[src/rtl/shift_receiver.sv]
// rtl/shift_receiver.sv - serial frame receiver: FR starts a frame, SV strobes SI in MSB first
// Optional even-parity bit after the data word: define SHIFT_RECEIVER_PARITY_EN.
module shift_receiver #(
  parameter int N  = 4,
  parameter int CW = 4
) (
  input  logic         CLK,
  input  logic         RST,
  input  logic         FR,
  input  logic         SV,
  input  logic         SI,
  output logic [N-1:0] Q,
  output logic         D,
  output logic         BUSY,
  output logic         ERR,
  output logic         PE
);

  typedef enum logic [1:0] {
    IDLE = 2'b00,
    RECV = 2'b01,
    PAR  = 2'b10,
    DONE = 2'b11
  } state_t;

  state_t         STATE;
  logic [N-1:0]   sr;
  logic [CW-1:0]  cnt;
  logic [N-1:0]   nxt_word;

  // Word as it would look after shifting in the current SI
  assign nxt_word = {sr[N-2:0], SI};

  // Done and busy decode directly from the state register (Moore outputs)
  assign D    = (STATE == DONE);
  assign BUSY = (STATE == RECV) || (STATE == PAR);

`ifdef SHIFT_RECEIVER_PARITY_EN
  logic pe_q;
  assign PE = pe_q;
`else
  assign PE = 1'b0;
`endif

  // Frame FSM, shift register, bit counter, word/error/parity registers
  always_ff @(posedge CLK or posedge RST) begin
    if (RST) begin
      STATE <= IDLE;
      sr    <= '0;
      cnt   <= '0;
      Q     <= '0;
      ERR   <= 1'b0;
`ifdef SHIFT_RECEIVER_PARITY_EN
      pe_q  <= 1'b0;
`endif
    end else begin
      ERR <= 1'b0;
      case (STATE)
        IDLE: begin
          if (FR) begin
            sr    <= '0;
            cnt   <= '0;
            STATE <= RECV;
          end
        end
        RECV: begin
          if (FR) begin
            // Frame restarted before completion: flag it and start over
            ERR <= 1'b1;
            sr  <= '0;
            cnt <= '0;
          end else if (SV) begin
            sr <= nxt_word;
            if (cnt == CW'(N - 1)) begin
              Q   <= nxt_word;
              cnt <= '0;
`ifdef SHIFT_RECEIVER_PARITY_EN
              STATE <= PAR;
`else
              STATE <= DONE;
`endif
            end else begin
              cnt <= cnt + 1'b1;
            end
          end
        end
        PAR: begin
`ifdef SHIFT_RECEIVER_PARITY_EN
          if (FR) begin
            ERR   <= 1'b1;
            sr    <= '0;
            cnt   <= '0;
            STATE <= RECV;
          end else if (SV) begin
            // Q already holds the new word; even parity means ^Q ^ SI == 0
            pe_q  <= (^Q) ^ SI;
            STATE <= DONE;
          end
`else
          STATE <= IDLE;
`endif
        end
        DONE: begin
          if (FR) begin
            sr    <= '0;
            cnt   <= '0;
            STATE <= RECV;
          end else begin
            STATE <= IDLE;
          end
        end
        default: STATE <= IDLE;
      endcase
    end
  end

endmodule
[config.mk]
export PLATFORM = sky130hd
export DESIGN_NAME = shift_receiver
export DESIGN_NICKNAME = d
export VERILOG_FILES = /design/src/rtl/shift_receiver.sv
export SDC_FILE = /design/constraint.sdc
export NUM_CORES = 1
export LEC_CHECK = 0
export CAP_MARGIN = 10
export CORE_UTILIZATION = 53
export CTS_BUF_LIST = sky130_fd_sc_hd__clkbuf_4 sky130_fd_sc_hd__clkbuf_8
export DETAILED_ROUTE_END_ITERATION = 7
export PLACE_DENSITY = 0.8
export RECOVER_POWER = 50
export SLEW_MARGIN = 0
export SYNTH_ARGS = -nofsm -noshare
export SYNTH_HDL_FRONTEND = slang
export SYNTH_SLANG_ARGS = --single-unit
[constraint.sdc]
create_clock -name CLK -period 2.15 [get_ports CLK]
set_clock_uncertainty 0.1 [all_clocks]
set_input_delay 0.215 -clock CLK [delete_from_list [all_inputs] [get_ports CLK]]
set_output_delay 0.215 -clock CLK [all_outputs]
set_load 0.01 [all_outputs]
==> After elaboration in Yosys (flattened, before gate mapping) <==
Index checks and enable logic that the tools add are counted.
{ "totals": {"output_inout_bits": 8, "register_bits": 14, "wordCells": 40, "inputBits": 5} }
{ "classes": {"n_bitwise": 1, "mux": 16, "eq_ne": 10, "reduce_logical": 7, "add_sub_neg": 1} }
{ "ops": {"columns": ["operator", "n"], "rows": [
  ["$mux 4", 4],
  ["$mux 2", 4],
  ["$pmux 2 s4", 1],
  ["$pmux 4 s2", 1],
  ["$reduce_and 4->1", 2],
  ["$mux 3", 2],
  ["$ne 2x2->1 const B", 3],
  ["$pmux 3 s2", 1],
  ["$add 4x1->4 const B", 1],
  ["$eq 2x2->1 const B", 2],
  ["$eq 4x2->1 const B", 1],
  ["$ne 2x1->1 const B", 2],
  ["$mux 1", 3],
  ["$ne 3x3->1 const B", 1],
  ["$reduce_and 3->1", 1],
  ["$eq 2x1->1 const B", 1],
  ["$logic_not 2->1", 1],
  ["$reduce_bool 2->1", 1],
  ["$reduce_or 2->1", 1],
  ["$logic_or 1x1->1", 1],
  ["$not 1->1", 1]
]} }

==> Depth between registers and ports, before layout <==
Gate-level depths: netlist of the first run.
{ "logic_depth": {"depth_word": 5, "depth_mapped": 6, "depth_no_buf": 6} }

==> Worst setup path after synthesis of the first run <==
No wires, ideal clock.
{ "synth_path": {"path_kind": "flip-flop to flip-flop", "start": "register STATE[1]", "end": "register cnt[0]", "n_path_buf": 0, "slack_ns": 0.421, "period_less_slack_ns": 1.729, "t_required_ns": 1.922, "path_stages_with_launch": 6, "t_arrival_ns": 1.502, "path_cell_list": "dfrtp_1 inv_1 ha_1 a21oi_4 nor2_1 mux2_1"} }
{ "synth_via": {"elab_chain_cells": 4, "word_cells_on_any_way": 9} }
{ "synth_rtl": {"columns": ["item", "line_no", "source"], "rows": [
  ["start: declaration", "26", "state_t STATE;"],
  ["start signal: assignment", "48", "STATE <= IDLE;"],
  ["start signal: assignment", "63", "STATE <= RECV;"],
  ["start signal: assignment", "80", "STATE <= DONE;"],
  ["$eq 2x2->1 / $logic_not 2->1 (equally long branches)", "58", "case (STATE)"],
  ["$reduce_or 2->1 (no line)", null, null],
  ["$ne 2x1->1 (no line) / $reduce_bool 2->1 (equally long branches)", null, null],
  ["$reduce_and 3->1 (no line)", null, null],
  ["end signal: assignment", "83", "cnt <= cnt + 1'b1;"],
  ["end: declaration", "28", "logic [CW-1:0] cnt;"]
]} }
Parallel ways exist; a longest one is shown, timed or not.
A chain may end at the register's enable or synchronous reset.

==> Final worst setup path of the first run <==
{ "layout_path": {"start": "register STATE[1]", "end": "output BUSY"} }
{ "layout_via": {"elab_chain_cells": 2, "word_cells_on_any_way": 3} }
{ "layout_rtl": {"columns": ["item", "line_no", "source"], "rows": [
  ["$eq 2x1->1 / $eq 2x2->1 (equally long branches)", "36", "assign BUSY = (STATE == RECV) || (STATE == PAR);"],
  ["$logic_or 1x1->1 (*)", "36", null],
  ["end: declaration", "14", "output logic BUSY,"]
]} }
Mark *: on every way between the ends. The rest lies on a longest branch, timed or not.

==> summary.md, run 1 <==
| Metric | Value |
|---|---|
| Total core area | 1330 sq um |
| Non-filler cells, final | 97 |
| NumNets Final | 93 |
| Setup Fix Bufs, Post-CTS | 0 |
| Max VDD drop | 0.670 mV |
| Fin. max-slew vios | 0 |
| F_max | 0.481 GHz |
| First-pass detailed-route iteration total | 4 |
| H-tree levels | 1 |
| Worst-path fanout max | 6 |
| Crit path cell chain | inv_1 -> ha_2 -> clkdlybuf4s50_1 |
| Clk slew on worst S/H paths | 0.09 ns |
| CTS tree | yes |
| Die width | 40.3 um |
| Syn Nets | 80 |
| Setup TNS | 0 ns |
| Fillcell total | 102 |
| DR vias | 544 |
| Post-synth top area share | 45.1% |
| RSZ-0062 raised after global routing | false |
| CP endpoint kind | output pin |
| CP Launch Point | STATE[1]$_DFFE_PP0P_ |
| Crit path kind | reg -> out |
| Setup-failing EPs final | 0 |
| DRC Markers | 0 |
| DP Cell Count | 93 |
| Startpoint types | flip-flop |
| Mapped Avg Cell Area | 11.1 sq um |
| Gr ovfl total | 0 |
| Post-DP Area | 883 sq um |
| Initial antenna violation count | 0 |
| RR Startpoint | STATE[1]$_DFFE_PP0P_ |
| Fin crit share | 96.6% |
| Cts hold-fix bufs | 0 |
| Avg WL per Cell | 14.7 um |
| Crit path to | BUSY |
| Number of diodes | 0 |
| Largest net degree at the start of global routing | 15 |
| Worst reg2reg setup slack | 0.24 ns |
| PortBufs | 11 |
| Io pins | 13 |
| Area Growth Syn to Fin | 18.7% |
| Yosys warns | 0 |
| Syn Inst Count | 70 |
| First-pass GRT wire length | 2180 um |
| Core Rows | 13 |
| Detail Route Antenna Nets | 0 |
| Reg-to-reg endpoint | cnt[0]$_DFFE_PP0P_ |
| Slew HR | 64.0% |
| Delay-heaviest family, CP | buffers and inverters |
| Finished Cell Area | 922 sq um |
| Die H | 40.3 um |
| GP Congestion | 0.820 |
| Max incr delay on CP | 0.56 ns |
| Hold Fails Final Rpt | 0 |
| Critical Path Stages | 3 |
| Die ar. | 1620 sq um |
| Leakage | 0.437 nW |
| Area leader, netlist | dfrtp_1 |
| Sequential element share of the synthesized area | 45.1% |
| Place WS | 0.267 ns |
| Layout cells sized above 1 | 12.2% |
| Initial core utilization | 58.3% |
| Ys async rst share | 100% |
| Total track usage | 20.8% |
| Clock Path Buffers | 2 |
| Sum of buffers and inverters on the critical path | 2 |
| Clk root buf | clkbuf_4 |
| Synth Flop Type | dfrtp_1 |
| Slowest CP cell | clkdlybuf4s50_1 |
| Outcome | complete, no violations |
| Post-synth EDFFs | 0 |
| Critical Path RT | 1.84 ns |
| TritonCTS buffer count | 3 |
| Final min period | 2.08 ns |
| Worst-Skew Late Latency | 0.29 ns |
| Mapped Area | 777 sq um |
| PwrDens | 1100 nW/um^2 |
| Via density | 5.61 |
| Unique masters post-synth | 33 |
| PnR worst setup slack | 0.0731 ns |
| Worst Hold Class | in -> async |
| Crit path arrival time | 1.76 ns |
| Yosys reg bits | 14 |
| Area contributors post-synth | dfrtp_1 45%, ha_1 8.1%, mux2_1 7.2%, nand2_1 2.4%, o41ai_1 2.3% |
| Slew of the pin with the lowest slew margin | 0.540 ns |
| Detailed-placement wirelength estimate | 1060 um |
| Initial DRC count | 8 |
| Cells on worst reg2reg path | 6 |
| Clock Sink Count | 14 |
| MaxCap Viol Count | 0 |
| Vias in the first global route | 464 |
| Routed WL | 1430 um |
layer usage:
layer	GRT usage (%)	wire length (um)
met1	28.6	715
met2	31.9	627
met3	5.00	60
met4	7.50	21
met5	0	0
worst reg2reg max path, cell delays in order, from the launching register on:
cell      delay (ns)
dfrtp_1         0.42
inv_1           0.14
ha_1            0.24
nand2b_1        0.15
a21oi_4         0.27
nor2_1          0.12
mux2_1          0.36
metrics by stage:
stage / total power [mW] / hold WS (ns) / utilization [%]
2_1_floorplan: 0.666 / 0.00422 / -
3_3_place_gp: 0.801 / 0.366 / 66.2
3_5_place_dp: 0.820 / 0.379 / 66.2
4_1_cts: 1.01 / 0.197 / 68.9
5_1_grt: 1.07 / 0.363 / 69.1
6_report: 1.01 / 0.306 / 69.1
what timing repair did:
action | CTS | global route
endpoints found under the setup margin | 0 | 1
endpoints found under the hold margin | 0 | 0
gates resized for setup | 0 | 1
cell usage in the layout, fill, tap and decap left out:
cell	n
nand2b_1	2
clkdlybuf4s50_1	8
clkbuf_4	3
conb_1	1
or3b_4	1
o41ai_1	2
a21oi_4	1
a21o_1	1
nor3_1	1
nor2_1	3
o31a_1	1
or3b_1	1
and3_1	1
and2b_1	2
ha_1	4
a211oi_1	1
clkbuf_8	1
mux2_1	5
nand3_1	1
nor2_4	1
o32ai_1	1
o21ai_0	2
inv_1	4
dlygate4sd3_1	3
nand3b_1	1
mux2i_1	1
o21ai_1	3
nand2_1	5
ha_2	1
dfrtp_1	14
and2_1	1
o31ai_1	2
a31oi_1	1
a22oi_2	1
o22ai_2	1
registers in the layout, summed over array words and instances, names as in the netlist:
signal,flops
ERR,1
STATE,2
cnt,4
Q,4
sr,3
area by class of cell:
class	count	area, sq um	share of cell area (%)
inverter	4	15.0	1.63
multi-input combinational	49	392	42.5
sequential	14	350	38.0
clock buffer	4	36.3	3.93
timing repair buffer	11	110	11.9
tap	15	18.8	2.04
power by group:
group          internal [mW]  leakage (nW)  total (mW)  switching, mW
Clock                  0.103        0.0210       0.198         0.0946
Sequential             0.333         0.185       0.381         0.0478
Combinational          0.201         0.231       0.434          0.233
Total                  0.638         0.437        1.01          0.375
cells in the mapped netlist, types with 2 or more instances:
cell,count
mux2_1,5
o21ai_1,3
o41ai_1,2
dfrtp_1,14
and2b_1,2
o31ai_1,2
nand2_1,5
nand2b_1,2
inv_1,4
nor2_1,3
ha_1,5
o21ai_0,2
worst min-delay path by stage:
| stage | end | slack [ns] | cells after the start |
|---|---|---|---|
| final | Q[0]$_DFFE_PP0P_ | 0.31 | 2 |
| after global routing | ERR$_DFF_PP0_ | 0.36 | 2 |
| after CTS | STATE[0]$_DFFE_PP0P_ | 0.20 | 2 |
| after detailed placement | Q[2]$_DFFE_PP0P_ | 0.38 | 1 |
| after global placement | Q[1]$_DFFE_PP0P_ | 0.37 | 1 |
| after floorplan | ERR$_DFF_PP0_ | 0.004 | 1 |
logic make-up after synthesis:
logic type | synth area share [%]
buffers and inverters | 4.83
adder cells (fa/ha/maj) | 8.05
multiplexers | 8.53
AND/OR/NAND/NOR | 15.3
AO/OA/AOI/OAI | 17.7
other | 0.483
flip-flops | 45.1
(Power assumes the default switching activity.)
==> inputs of run 2 (changes only) <==
--- a/config.mk
+++ b/config.mk
@@ -5,6 +5,7 @@
 export SDC_FILE = /design/constraint.sdc
 export NUM_CORES = 1
 export LEC_CHECK = 0
+export ABC_CLOCK_PERIOD_IN_PS = 2150
 export CAP_MARGIN = 10
 export CORE_UTILIZATION = 53
 export CTS_BUF_LIST = sky130_fd_sc_hd__clkbuf_4 sky130_fd_sc_hd__clkbuf_8
==> results of run 2 <==
Final layout, timing and power as in run 1 (identical DEF).
==> inputs of run 3 (changes only) <==
--- a/config.mk
+++ b/config.mk
@@ -7,6 +7,7 @@
 export LEC_CHECK = 0
 export ABC_CLOCK_PERIOD_IN_PS = 2150
 export CAP_MARGIN = 10
+export CORE_MARGIN = 1
 export CORE_UTILIZATION = 53
 export CTS_BUF_LIST = sky130_fd_sc_hd__clkbuf_4 sky130_fd_sc_hd__clkbuf_8
 export DETAILED_ROUTE_END_ITERATION = 7
==> results of run 3 <==
Final layout, timing and power as in run 1 (identical DEF).
